$ cat src/rtl/ysyx_22050710_div_seq.sv
// Iterative restoring divider for RV64M DIV/DIVU/REM/REMU and their W forms.
// Produces one quotient bit per cycle. Divide-by-zero and signed overflow finish right after accept.
module ysyx_22050710_div_seq #(
  parameter int WORD_WD = 64
) (
  input  logic               i_clk,
  input  logic               i_rst,
  input  logic               i_valid,
  output logic               o_ready,
  input  logic [1:0]         i_op,
  input  logic               i_word,
  input  logic [WORD_WD-1:0] i_src_a,
  input  logic [WORD_WD-1:0] i_src_b,
  input  logic               i_flush,
  output logic               o_valid,
  input  logic               i_ready,
  output logic [WORD_WD-1:0] o_result
);

  typedef enum logic [1:0] {IDLE, CALC, DONE} state_t;

  state_t             state;
  logic [WORD_WD-1:0] rem, quo, dvs;
  logic [6:0]         cnt;
  logic               neg_q, neg_r, sel_rem, word;

  logic               is_signed, b_zero, ovf;
  logic [WORD_WD-1:0] a_ext, b_ext, a_mag, b_mag, spec_raw, spec_res;
  logic [WORD_WD:0]   partial;
  logic               fits;
  logic [WORD_WD-1:0] diff, rem_nxt, quo_nxt, res_raw, res_sgn, fin;

  // Operand preparation and special-case detection for the request at the input
  always_comb begin
    is_signed = ~i_op[0];
    if (i_word) begin
      a_ext = is_signed ? {{32{i_src_a[31]}}, i_src_a[31:0]} : {32'b0, i_src_a[31:0]};
      b_ext = is_signed ? {{32{i_src_b[31]}}, i_src_b[31:0]} : {32'b0, i_src_b[31:0]};
    end else begin
      a_ext = i_src_a;
      b_ext = i_src_b;
    end
    a_mag  = (is_signed && a_ext[WORD_WD-1]) ? -a_ext : a_ext;
    b_mag  = (is_signed && b_ext[WORD_WD-1]) ? -b_ext : b_ext;
    b_zero = (b_ext == '0);
    ovf    = is_signed && (b_ext == '1) &&
             (i_word ? (a_ext == {{(WORD_WD-31){1'b1}}, 31'b0})
                     : (a_ext == {1'b1, {(WORD_WD-1){1'b0}}}));
    if (b_zero) spec_raw = i_op[1] ? a_ext : '1;
    else        spec_raw = i_op[1] ? '0 : a_ext;
    spec_res = i_word ? {{32{spec_raw[31]}}, spec_raw[31:0]} : spec_raw;
  end

  // One restoring step, plus sign fix-up of the value that will be latched on the last step
  always_comb begin
    partial = {rem, quo[WORD_WD-1]};
    fits    = (partial >= {1'b0, dvs});
    diff    = partial[WORD_WD-1:0] - dvs;
    rem_nxt = fits ? diff : partial[WORD_WD-1:0];
    quo_nxt = {quo[WORD_WD-2:0], fits};
    res_raw = sel_rem ? rem_nxt : quo_nxt;
    res_sgn = (sel_rem ? neg_r : neg_q) ? -res_raw : res_raw;
    fin     = word ? {{32{res_sgn[31]}}, res_sgn[31:0]} : res_sgn;
  end

  always_ff @(posedge i_clk) begin
    if (i_rst) begin
      state    <= IDLE;
      o_valid  <= 1'b0;
      o_ready  <= 1'b1;
      o_result <= '0;
      cnt      <= '0;
      rem      <= '0;
      quo      <= '0;
      dvs      <= '0;
      neg_q    <= 1'b0;
      neg_r    <= 1'b0;
      sel_rem  <= 1'b0;
      word     <= 1'b0;
    end else if (i_flush) begin
      state   <= IDLE;
      o_valid <= 1'b0;
      o_ready <= 1'b1;
    end else begin
      case (state)
        IDLE: begin
          if (i_valid && o_ready) begin
            o_ready <= 1'b0;
            sel_rem <= i_op[1];
            word    <= i_word;
            neg_q   <= is_signed & (a_ext[WORD_WD-1] ^ b_ext[WORD_WD-1]);
            neg_r   <= is_signed & a_ext[WORD_WD-1];
            if (b_zero || ovf) begin
              o_result <= spec_res;
              o_valid  <= 1'b1;
              state    <= DONE;
            end else begin
              // Word dividends sit in the upper half so 32 shifts consume exactly their bits
              rem   <= '0;
              quo   <= i_word ? {a_mag[31:0], 32'b0} : a_mag;
              dvs   <= b_mag;
              cnt   <= i_word ? 7'd32 : 7'd64;
              state <= CALC;
            end
          end
        end
        CALC: begin
          rem <= rem_nxt;
          quo <= quo_nxt;
          cnt <= cnt - 7'd1;
          if (cnt == 7'd1) begin
            o_result <= fin;
            o_valid  <= 1'b1;
            state    <= DONE;
          end
        end
        DONE: begin
          if (i_ready) begin
            o_valid <= 1'b0;
            o_ready <= 1'b1;
            state   <= IDLE;
          end
        end
        default: state <= IDLE;
      endcase
    end
  end

endmodule

$ cat config.mk
export PLATFORM = sky130hd
export DESIGN_NAME = ysyx_22050710_div_seq
export DESIGN_NICKNAME = d
export VERILOG_FILES = /design/src/rtl/ysyx_22050710_div_seq.sv
export SDC_FILE = /design/constraint.sdc
export NUM_CORES = 1
export LEC_CHECK = 0
export BUFFER_PORTS_ARGS = -buffer_cell sky130_fd_sc_hd__buf_4
export CAP_MARGIN = 20
export CORE_AREA = 2 2 315 317
export DETAILED_ROUTE_END_ITERATION = 10
export DIE_AREA = 0 0 317 319
export PLACE_DENSITY = 0.38
export SLEW_MARGIN = 0
export SYNTH_ARGS = -nofsm -noshare
export SYNTH_HDL_FRONTEND = slang
export SYNTH_SLANG_ARGS = --single-unit
$ cat constraint.sdc
create_clock -name i_clk -period 14.3 [get_ports i_clk]
set_input_delay 2.145 -clock i_clk [delete_from_list [all_inputs] [get_ports i_clk]]
set_output_delay 2.145 -clock i_clk [all_outputs]
set_load 0.005 [all_outputs]
==> impl_summary.log, run 1 <==
INFO  metric first_global_vias = approximately 25000
INFO  metric routedWlPerCell = 27.64 um
INFO  metric number_of_antenna_violations_at_the_first_check_in_global_routing = 6
INFO  metric post_cts_resize_count = 0
INFO  metric drv_cap = 0
INFO  metric initial_utilization = between 20% and 30%
INFO  metric path_clk_slew = 0.06 ns
INFO  metric achievable-frequency = approximately 140 MHz
INFO  metric seq_total_area_yosys = 22.35%
INFO  metric finalSetupViolations = 0
INFO  metric hpwlAfterDp = about 100 mm
INFO  metric cts_hold_buffers = 0
INFO  metric floorplan.die_area = approximately 100000 um2
INFO  metric outcome = complete, no violations
INFO  metric data_arrival_at_the_endpoint_of_the_critical_path = 7.42 ns
INFO  metric critical_path.max_stage_delay = roughly 0.65 ns
INFO  metric power_leakage = roughly 10 nW
INFO  metric worst_path_class_setup = primary input to register
INFO  metric dr.pass1.iters = 5
INFO  metric yosys.cell_types.count = between 100 and 150
INFO  metric timing.critical_path.cells = buf_4 -> nor4_1 -> or4bb_1 -> or4b_1 -> nor2_1 -> nand2_1 -> nor2_1 -> nand3_1 -> nand2_1 -> a21o_1 -> nand2_1 -> buf_4 -> a31oi_1 -> buf_4 -> a21boi_2 -> o221ai_1 -> o211a_1
INFO  metric timing.critical_path.to_type = register
INFO  metric place_congestion = about 0.95
INFO  metric dr.first_iter.drc_count = 2541
INFO  metric slew_viol_final = 0
INFO  metric timing.slew.headroom = between 20% and 30%
INFO  metric routed-via-count = around 27000
INFO  metric layout-drive-gt1-share = 12.14%
INFO  metric synth_edf_count = 0
INFO  metric number_of_cells_on_the_worst_reg_to_reg_path = 16
INFO  metric die_width = approximately 320 um
INFO  metric syn-cell-area = roughly 24000 um2
INFO  metric synth.cells.most_frequent = sky130_fd_sc_hd__nor2_1, sky130_fd_sc_hd__nand2_1, sky130_fd_sc_hd__a21oi_1
INFO  metric route.antenna.remaining_nets = 0
INFO  metric post_synth_inst_count = between 3000 and 4000
INFO  metric dieHeight = ~320 um
INFO  metric worst-slew-pin-transition = about 1.2 ns
INFO  metric numPlacedInstances = 4705
INFO  metric clock_path_buffers = 3
INFO  metric post_drt_via_cell_ratio = ~5.6
INFO  metric worst-path-stages = 17
INFO  metric syn_area_per_cell = between 7 and 8 um2
INFO  metric core-area = between 90000 and 100000 um2
INFO  metric post-synth-top-count-cell = sky130_fd_sc_hd__nor2_1
INFO  metric worstPathMaxFanout = 32
INFO  metric holdCritPathClass = register to register
INFO  metric min_period = 6.944 ns
INFO  metric drc_violation_count_after_routing = 0
INFO  metric final.setup_skew = 0.02605 ns
INFO  metric post_cts.repair.setup_buffers = 0
INFO  metric cts.sink_count = around 270
INFO  metric grt_start_max_net_pins = roughly 160
INFO  metric hold_depth = 2
INFO  metric required_time_reported_for_the_critical_path_endpoint = ~15 ns
INFO  metric cp_num_buf_inv = 3
INFO  metric crit_path_top_delay_cell = sky130_fd_sc_hd__or4b_1
INFO  metric insertion_delay = slightly below 0.6 ns
INFO  metric final.fill_count = ~11000
INFO  metric ys_top_cells_by_area = sky130_fd_sc_hd__dfxtp_1, sky130_fd_sc_hd__nor2_1, sky130_fd_sc_hd__a21oi_1
INFO  metric cts_buffers = 38
INFO  metric final_period_util = 48.56%
INFO  metric grt.overflow.total = 0
INFO  metric final_net_count = between 3000 and 4000
INFO  metric grt_setup_unrepaired = no
INFO  metric design.portCount = 202
INFO  metric gr-usage-all-layers = 25.27%
INFO  metric multi_input_gate_area_in_the_final_layout = 17300 um2
INFO  metric setup.worst_path.start_class = primary input
INFO  metric std_cell_rows = 115
INFO  metric wl = 131.9 mm
INFO  metric areaGrowthSynthToFinish = 15.05%
INFO  metric layout.cells.non_filler = 4771
INFO  metric pwr_density_cell = approximately 93 nW/um2
INFO  metric yosys_warnings = 0
INFO  metric htree_num_levels = 2
INFO  metric worst_path_dominant_cell_family = simple AND/OR/NAND/NOR gates
INFO  metric synth-seq-cells = approximately 270
INFO  metric fin_setup_tns = 0 ns
INFO  metric grt_pass1_wl = 187.7 mm
INFO  metric irDropWorstVdd = roughly 0.000067 V
INFO  metric ff_latch_area = roughly 5400 um2
INFO  metric clk_root_buffer_cell = sky130_fd_sc_hd__clkbuf_16
INFO  metric postSynth.asyncResetShare = 0%
INFO  metric timing.final.hold_violations = 0
INFO  metric io_buffer_count = between 200 and 250
INFO  metric post-synth-top-area-fraction = around 22%
INFO  metric synth_ff_type = sky130_fd_sc_hd__dfxtp_1
INFO  metric syn-num-nets = roughly 3600
INFO  metric synth_top_cell_by_area = sky130_fd_sc_hd__dfxtp_1
INFO  metric tritoncts = built
worst register-to-register path, stage by stage, from the launching register on:
cell and delay (ns):
sky130_fd_sc_hd__dfxtp_1 0.48, sky130_fd_sc_hd__ha_1 0.42, sky130_fd_sc_hd__a21oi_1 0.24, sky130_fd_sc_hd__o21ai_0 0.27, sky130_fd_sc_hd__a32oi_1 0.64, sky130_fd_sc_hd__and2_1 0.54, sky130_fd_sc_hd__a21o_1 0.24, sky130_fd_sc_hd__buf_4 0.52
sky130_fd_sc_hd__a21oi_1 0.27, sky130_fd_sc_hd__o31a_1 0.43, sky130_fd_sc_hd__nor4b_4 0.46, sky130_fd_sc_hd__nand4_4 0.25, sky130_fd_sc_hd__o41ai_4 0.55, sky130_fd_sc_hd__mux2i_1 0.30, sky130_fd_sc_hd__a21boi_2 0.65, sky130_fd_sc_hd__o221ai_1 0.25
sky130_fd_sc_hd__o211a_1 0.18
per-stage QoR:
stage / utilization (%) / area (um2) / setup WS (ns) / total power, mW / hold slack, ns
2_1_floorplan: - / 24280 / 8.623 / 1.278 / 0.4319
3_3_place_gp: 27.30 / 26680 / 6.854 / 1.594 / 0.4426
3_5_place_dp: 27.31 / 26680 / 6.820 / 1.589 / 0.4490
4_1_cts: 28.59 / 27930 / 7.426 / 2.602 / 0.4552
5_1_grt: 28.59 / 27930 / 6.989 / 2.693 / 0.4730
6_report: 28.59 / 27930 / 7.356 / 2.591 / 0.4531
final timing paths:
| kind | slack, ns | from | end |
|---|---|---|---|
| max | 7.36 | i_src_b[8] | o_result[58] |
| max reg2reg | 7.53 | rem[19] | o_result[58] |
| min reg2reg | 0.45 | dvs[51] | dvs[51] |
| min | 0.45 | dvs[51] | dvs[51] |
layout make-up:
class                   instances  share of cell area (%)
repair buffers                250                   6.773
clock inverters                 9                  0.5689
flip-flops and latches        271                   19.44
well taps                    1287                   5.765
inverters                     120                   1.613
multi-input cells            2777                   61.93
clock buffers                  56                   3.902
diodes                          1                0.008959
cells by family (layout without fill, tap and decap cells):
family,Yosys count,after routing,share of synthesized area [%]
simple gates,1314,1314,25.70
compound gates,1096,1096,30.34
buf+inv,392,435,6.741
flops,271,271,22.35
xor+xnor,210,210,7.576
fa+ha+maj,116,116,5.546
mux,41,41,1.752
other cells,0,1,0
state kept, by name, indices dropped and copies added, names as in the netlist:
| signal | cells |
|---|---|
| quo | 64 |
| o_ready | 1 |
| neg_q | 1 |
| cnt | 7 |
| word | 1 |
| rem | 64 |
| o_valid | 1 |
| state | 2 |
| sel_rem | 1 |
| dvs | 64 |
| o_result | 64 |
| neg_r | 1 |
per-layer routing:
layer  share of wire (%)  global-route usage (%)  wire [um]  vias up
met5               0.043                       0         57        -
met2                  46                   41.09      61170      906
met1                  45                   34.74      59020    13100
li1                    -                       -          -    12600
met4                 2.9                   6.667       3775        8
met3                 5.9                   3.485       7837      150
report_power, final:
group / switching (mW) / total [mW] / leakage [nW] / internal [mW]
clock network: 0.406 / 1.00 / 0.604 / 0.598
registers: 0.0249 / 0.810 / 2.21 / 0.785
logic: 0.542 / 0.777 / 7.32 / 0.235
total: 0.973 / 2.59 / 10.1 / 1.62
layout by cell type (no fill, tap or decap), drive strengths merged, types with 14 or more instances in the layout:
cell type | netlist | routed
nor2 | 456 | 456
nand2 | 343 | 343
a21oi | 321 | 321
dfxtp | 271 | 271
buf | 82 | 249
o21ai | 217 | 217
a211oi | 159 | 159
nor3 | 147 | 147
xnor2 | 123 | 123
inv | 120 | 121
xor2 | 87 | 87
nand3 | 76 | 76
ha | 70 | 70
nand4 | 62 | 62
clkbuf | 190 | 57
maj3 | 45 | 45
a31oi | 45 | 45
nor4 | 44 | 44
o31ai | 44 | 44
o211ai | 42 | 42
mux2i | 32 | 32
nand2b | 26 | 26
or3 | 25 | 25
and3 | 24 | 24
a21o | 23 | 23
o41ai | 22 | 22
o21a | 20 | 20
or4 | 19 | 19
a22oi | 19 | 19
nor2b | 17 | 17
o2111ai | 17 | 17
or2 | 17 | 17
and4 | 15 | 15
a221oi | 15 | 15
a311oi | 14 | 14
No activity file was read; power rests on OpenSTA's default activity.
==> run 2, diff against run 1 <==
ABC_AREA = 1   (was not set)
CORE_AREA = 2 2 332 334   (was 2 2 315 317)
DIE_AREA = 0 0 334 336   (was 0 0 317 319)
PLACE_DENSITY = 0.39   (was 0.38)
clock period = 6 ns   (was 14.3 ns; I/O delays follow)
==> run 2 against run 1 <==
Effect of this change:
- cell area grew 11%
- die area up 11%
- critical path depth increased by 7
- clock-buffer cell count is 1 higher
- via count is 20% higher
- utilization about the same
- largest power group is now combinational logic
==> impl_summary.log, run 2 <==
INFO  metric outcome = complete, no violations
INFO  metric routed-via-count = 32200 (+20%)
INFO  metric cts.sink_count = 271 (unchanged)
INFO  metric pwr_density_cell = 221.8 nW/um2 (+140%)
INFO  metric antenna_cells = 0 (-1)
INFO  metric synth.cells.most_frequent = sky130_fd_sc_hd__nand2_1, sky130_fd_sc_hd__inv_1, sky130_fd_sc_hd__nor2_1
INFO  metric final_period_util = between 80% and 90%
INFO  metric synth_edf_count = 0 (unchanged)
INFO  metric post_synth_and_or_nand_nor_area_fraction = 43.01% (+17 points)
INFO  metric synth-seq-cells = 271 (unchanged)
INFO  metric routedWlPerCell = 23.26 um (-16%)
INFO  metric yosys_warnings = 0 (unchanged)
INFO  metric syn_area_per_cell = 5.485 um2 (-22%)
INFO  metric worst_path_class_setup = register to register
INFO  metric synth_top_cell_by_area = sky130_fd_sc_hd__nand2_1
INFO  metric most_common_cell_after_layout_fill_and_taps_aside = sky130_fd_sc_hd__nand2_1
INFO  metric wl = 149.5 mm (+13%)
INFO  metric number_of_antenna_violations_at_the_first_check_in_global_routing = 4 (-2)
INFO  metric timing.critical_path.to_type = register
INFO  metric post_cts.repair.setup_buffers = 0 (unchanged)
INFO  metric syn-num-nets = 5123 (+40%)
INFO  metric post_drt_via_cell_ratio = 5.010 (-11%)
INFO  metric setup.worst_path.start_class = register
INFO  metric io_buffer_count = 201 (unchanged)
INFO  metric final.setup_skew = 0.01522 ns (-0.01083 ns)
INFO  metric achievable-frequency = between 150 and 200 MHz
INFO  metric syn-cell-area = 26960 um2 (+11%)
INFO  metric worst-slew-pin-transition = 1.065 ns (-0.1027 ns)
INFO  metric required_time_reported_for_the_critical_path_endpoint = 6.52 ns (-8.26 ns)
INFO  metric path_clk_slew = 0.06 ns (about the same)
INFO  metric data_arrival_at_the_endpoint_of_the_critical_path = 5.63 ns (-1.79 ns)
INFO  metric post-synth-top-area-fraction = 23.44% (+1.1 points)
INFO  metric floorplan.die_area = 112200 um2 (+11%)
INFO  metric route.antenna.remaining_nets = 0 (unchanged)
INFO  metric first_global_vias = 29750 (+18%)
INFO  metric grt_pass1_wl = 212.2 mm (+13%)
INFO  metric dr.pass1.iters = 8 (+3)
INFO  metric design.portCount = 202 (unchanged)
INFO  metric finalSetupViolations = 0 (unchanged)
INFO  metric hpwlAfterDp = 121.9 mm (+18%)
INFO  metric timing.final.hold_violations = 0 (unchanged)
INFO  metric yosys.cell_types.count = 59 (-50%)
INFO  metric post_synth_inst_count = 4916 (+43%)
INFO  metric dieHeight = 336 um (+5.3%)
INFO  metric worstPathMaxFanout = 29 (-9.4%)
INFO  metric layout-drive-gt1-share = 8.656% (-3.5 points)
INFO  metric postSynth.asyncResetShare = 0% (unchanged)
INFO  metric synth_compound_gate_area_share = 16.02% (-14 points)
INFO  metric final_net_count = 5195 (+42%)
INFO  metric fin_setup_tns = 0 ns (unchanged)
INFO  metric clock_path_buffers = 3 (unchanged)
INFO  metric initial_utilization = 24.88% (+0.027 points)
INFO  metric ys_top_cells_by_area = sky130_fd_sc_hd__nand2_1, sky130_fd_sc_hd__dfxtp_1, sky130_fd_sc_hd__inv_1
INFO  metric gr-usage-all-layers = 25.82% (+0.55 points)
INFO  metric synth_ff_type = sky130_fd_sc_hd__dfxtp_1
INFO  metric post_cts_resize_count = 0 (unchanged)
INFO  metric htree_num_levels = 2 (unchanged)
INFO  metric slew_viol_final = 0 (unchanged)
INFO  metric post-synth-top-count-cell = sky130_fd_sc_hd__nand2_1
INFO  metric clk_root_buffer_cell = sky130_fd_sc_hd__clkbuf_16
INFO  metric drc_violation_count_after_routing = 0 (unchanged)
INFO  metric layout.cells.most_common_list = sky130_fd_sc_hd__nand2_1, sky130_fd_sc_hd__inv_1, sky130_fd_sc_hd__nor2_1, sky130_fd_sc_hd__a21oi_1, sky130_fd_sc_hd__nand3_1
INFO  metric tritoncts = built
INFO  metric area_share_of_fa_ha_maj_cells_after_synthesis = 3.656% (-1.9 points)
INFO  metric dr.first_iter.drc_count = 3196 (+26%)
INFO  metric min_period = between 5 and 6 ns
INFO  metric power_leakage = 15.05 nW (+49%)
INFO  metric post_synth_xor_area_fraction = 4.510% (-3.1 points)
INFO  metric cts_buffers = 39 (+2.6%)
INFO  metric timing.slew.headroom = 29.03% (+7.7 points)
INFO  metric core-area = 108400 um2 (+11%)
INFO  metric die_width = 334 um (+5.4%)
INFO  metric place_congestion = 1.023 (+7.5%)
INFO  metric std_cell_rows = 121 (+5.2%)
INFO  metric areaGrowthSynthToFinish = 14.96% (about the same)
INFO  metric grt_setup_unrepaired = no
INFO  metric grt.overflow.total = 0 (unchanged)
INFO  metric seq_total_area_yosys = 20.12% (-2.2 points)
INFO  metric muxShareOfSynthArea = 0% (-1.8 points)
INFO  metric holdCritPathClass = register to register
INFO  metric grt_start_max_net_pins = 141 (-10%)
INFO  metric combinational_family_with_the_most_area_after_synthesis = simple AND/OR/NAND/NOR gates
INFO  metric insertion_delay = 0.59 ns (about the same)
INFO  metric drv_cap = 0 (unchanged)
INFO  metric final_core_util = 28.60% (about the same)
INFO  metric irDropWorstVdd = 0.0001999 V (+200%)
INFO  metric cts_hold_buffers = 0 (unchanged)
-- run 2: changes by cell type in the layout (fill, tap and decap cells not counted), sizes merged, moves of 86 or more --
cell,change
nand2,+1376
xnor2,-88
nor3,-86
a211oi,-152
nand3,+275
o21ai,+107
inv,+526
-- run 2: path summary, 6_finish.rpt --
check	start	slack [ns]	depth (start not counted)	to
setup / recovery	dvs[51]	0.90	24	o_result[54]
hold / removal	dvs[45]	0.46	2	dvs[45]
setup reg to reg	dvs[51]	0.90	24	o_result[54]
hold reg to reg	dvs[45]	0.46	2	dvs[45]
-- run 2: critical path: stages, from the launching register on --
cell	delay [ns]
sky130_fd_sc_hd__dfxtp_1	0.32
sky130_fd_sc_hd__inv_1	0.08
sky130_fd_sc_hd__ha_1	0.46
sky130_fd_sc_hd__nand2_1	0.16
sky130_fd_sc_hd__nor2_1	0.21
sky130_fd_sc_hd__nand2_1	0.10
sky130_fd_sc_hd__nor2_1	0.37
sky130_fd_sc_hd__nand4_1	0.21
sky130_fd_sc_hd__nor2_4	0.20
sky130_fd_sc_hd__nor2_8	0.09
sky130_fd_sc_hd__nand2_4	0.36
sky130_fd_sc_hd__buf_4	0.39
sky130_fd_sc_hd__nand2_1	0.12
sky130_fd_sc_hd__nand2_1	0.14
sky130_fd_sc_hd__a21boi_0	0.25
sky130_fd_sc_hd__nor2_1	0.22
sky130_fd_sc_hd__nand2_1	0.11
sky130_fd_sc_hd__nor2_1	0.17
sky130_fd_sc_hd__and2_1	0.21
sky130_fd_sc_hd__nand3_1	0.16
sky130_fd_sc_hd__nand3_1	0.11
sky130_fd_sc_hd__nand3_1	0.23
sky130_fd_sc_hd__nand2_1	0.15
sky130_fd_sc_hd__nand2_1	0.06
sky130_fd_sc_hd__a21oi_1	0.13
-- run 2: per-layer routing --
layer  up-vias  GRT usage (%)  part of all wire [%]
li1      15860              -                     -
met1     15100          37.24                    48
met2      1107          41.10                    44
met3       136          2.982                   6.1
met4         6          5.377                   2.1
met5         -              0                 0.022
-- run 2: cell type report --
type,instances,area [um2]
flip-flops and latches,271,5429
inverters,653,2454
clock buffers,57,1146
well taps,1414,1769
clock inverters,10,138.9
multi-input cells,3780,18180
fillers,12680,77400
repair buffers,243,1884
-- run 2: cell families after synthesis --
group,after synthesis
DFF,271
buffers and inverters,865
AOI/OAI and AO/OA,811
and+or+nand+nor,2751
adders and majority gates,80
xor gates and xnor gates,138
-- run 2: metrics by stage --
| stage | hold slack, ns | total power [mW] | cells | setup slack (ns) | instance area, um2 |
|---|---|---|---|---|---|
| floorplan | 0.4302 | 3.432 | 4916 | 2.525 | 26960 |
| global placement | 0.4511 | 4.436 | 6360 | 0.5953 | 29710 |
| detailed placement | 0.4575 | 4.411 | 6361 | 0.6261 | 29710 |
| CTS | 0.4653 | 6.884 | 6428 | 0.9238 | 31000 |
| global route | 0.4811 | 7.198 | 6428 | 0.6008 | 31000 |
| finish | 0.4592 | 6.875 | 6428 | 0.8952 | 31000 |
-- run 2: report_power, final --
group	internal (mW)	switching, mW
Sequential	1.90	0.0653
Combinational	0.640	1.83
Clock	1.45	0.993
Total	3.99	2.89
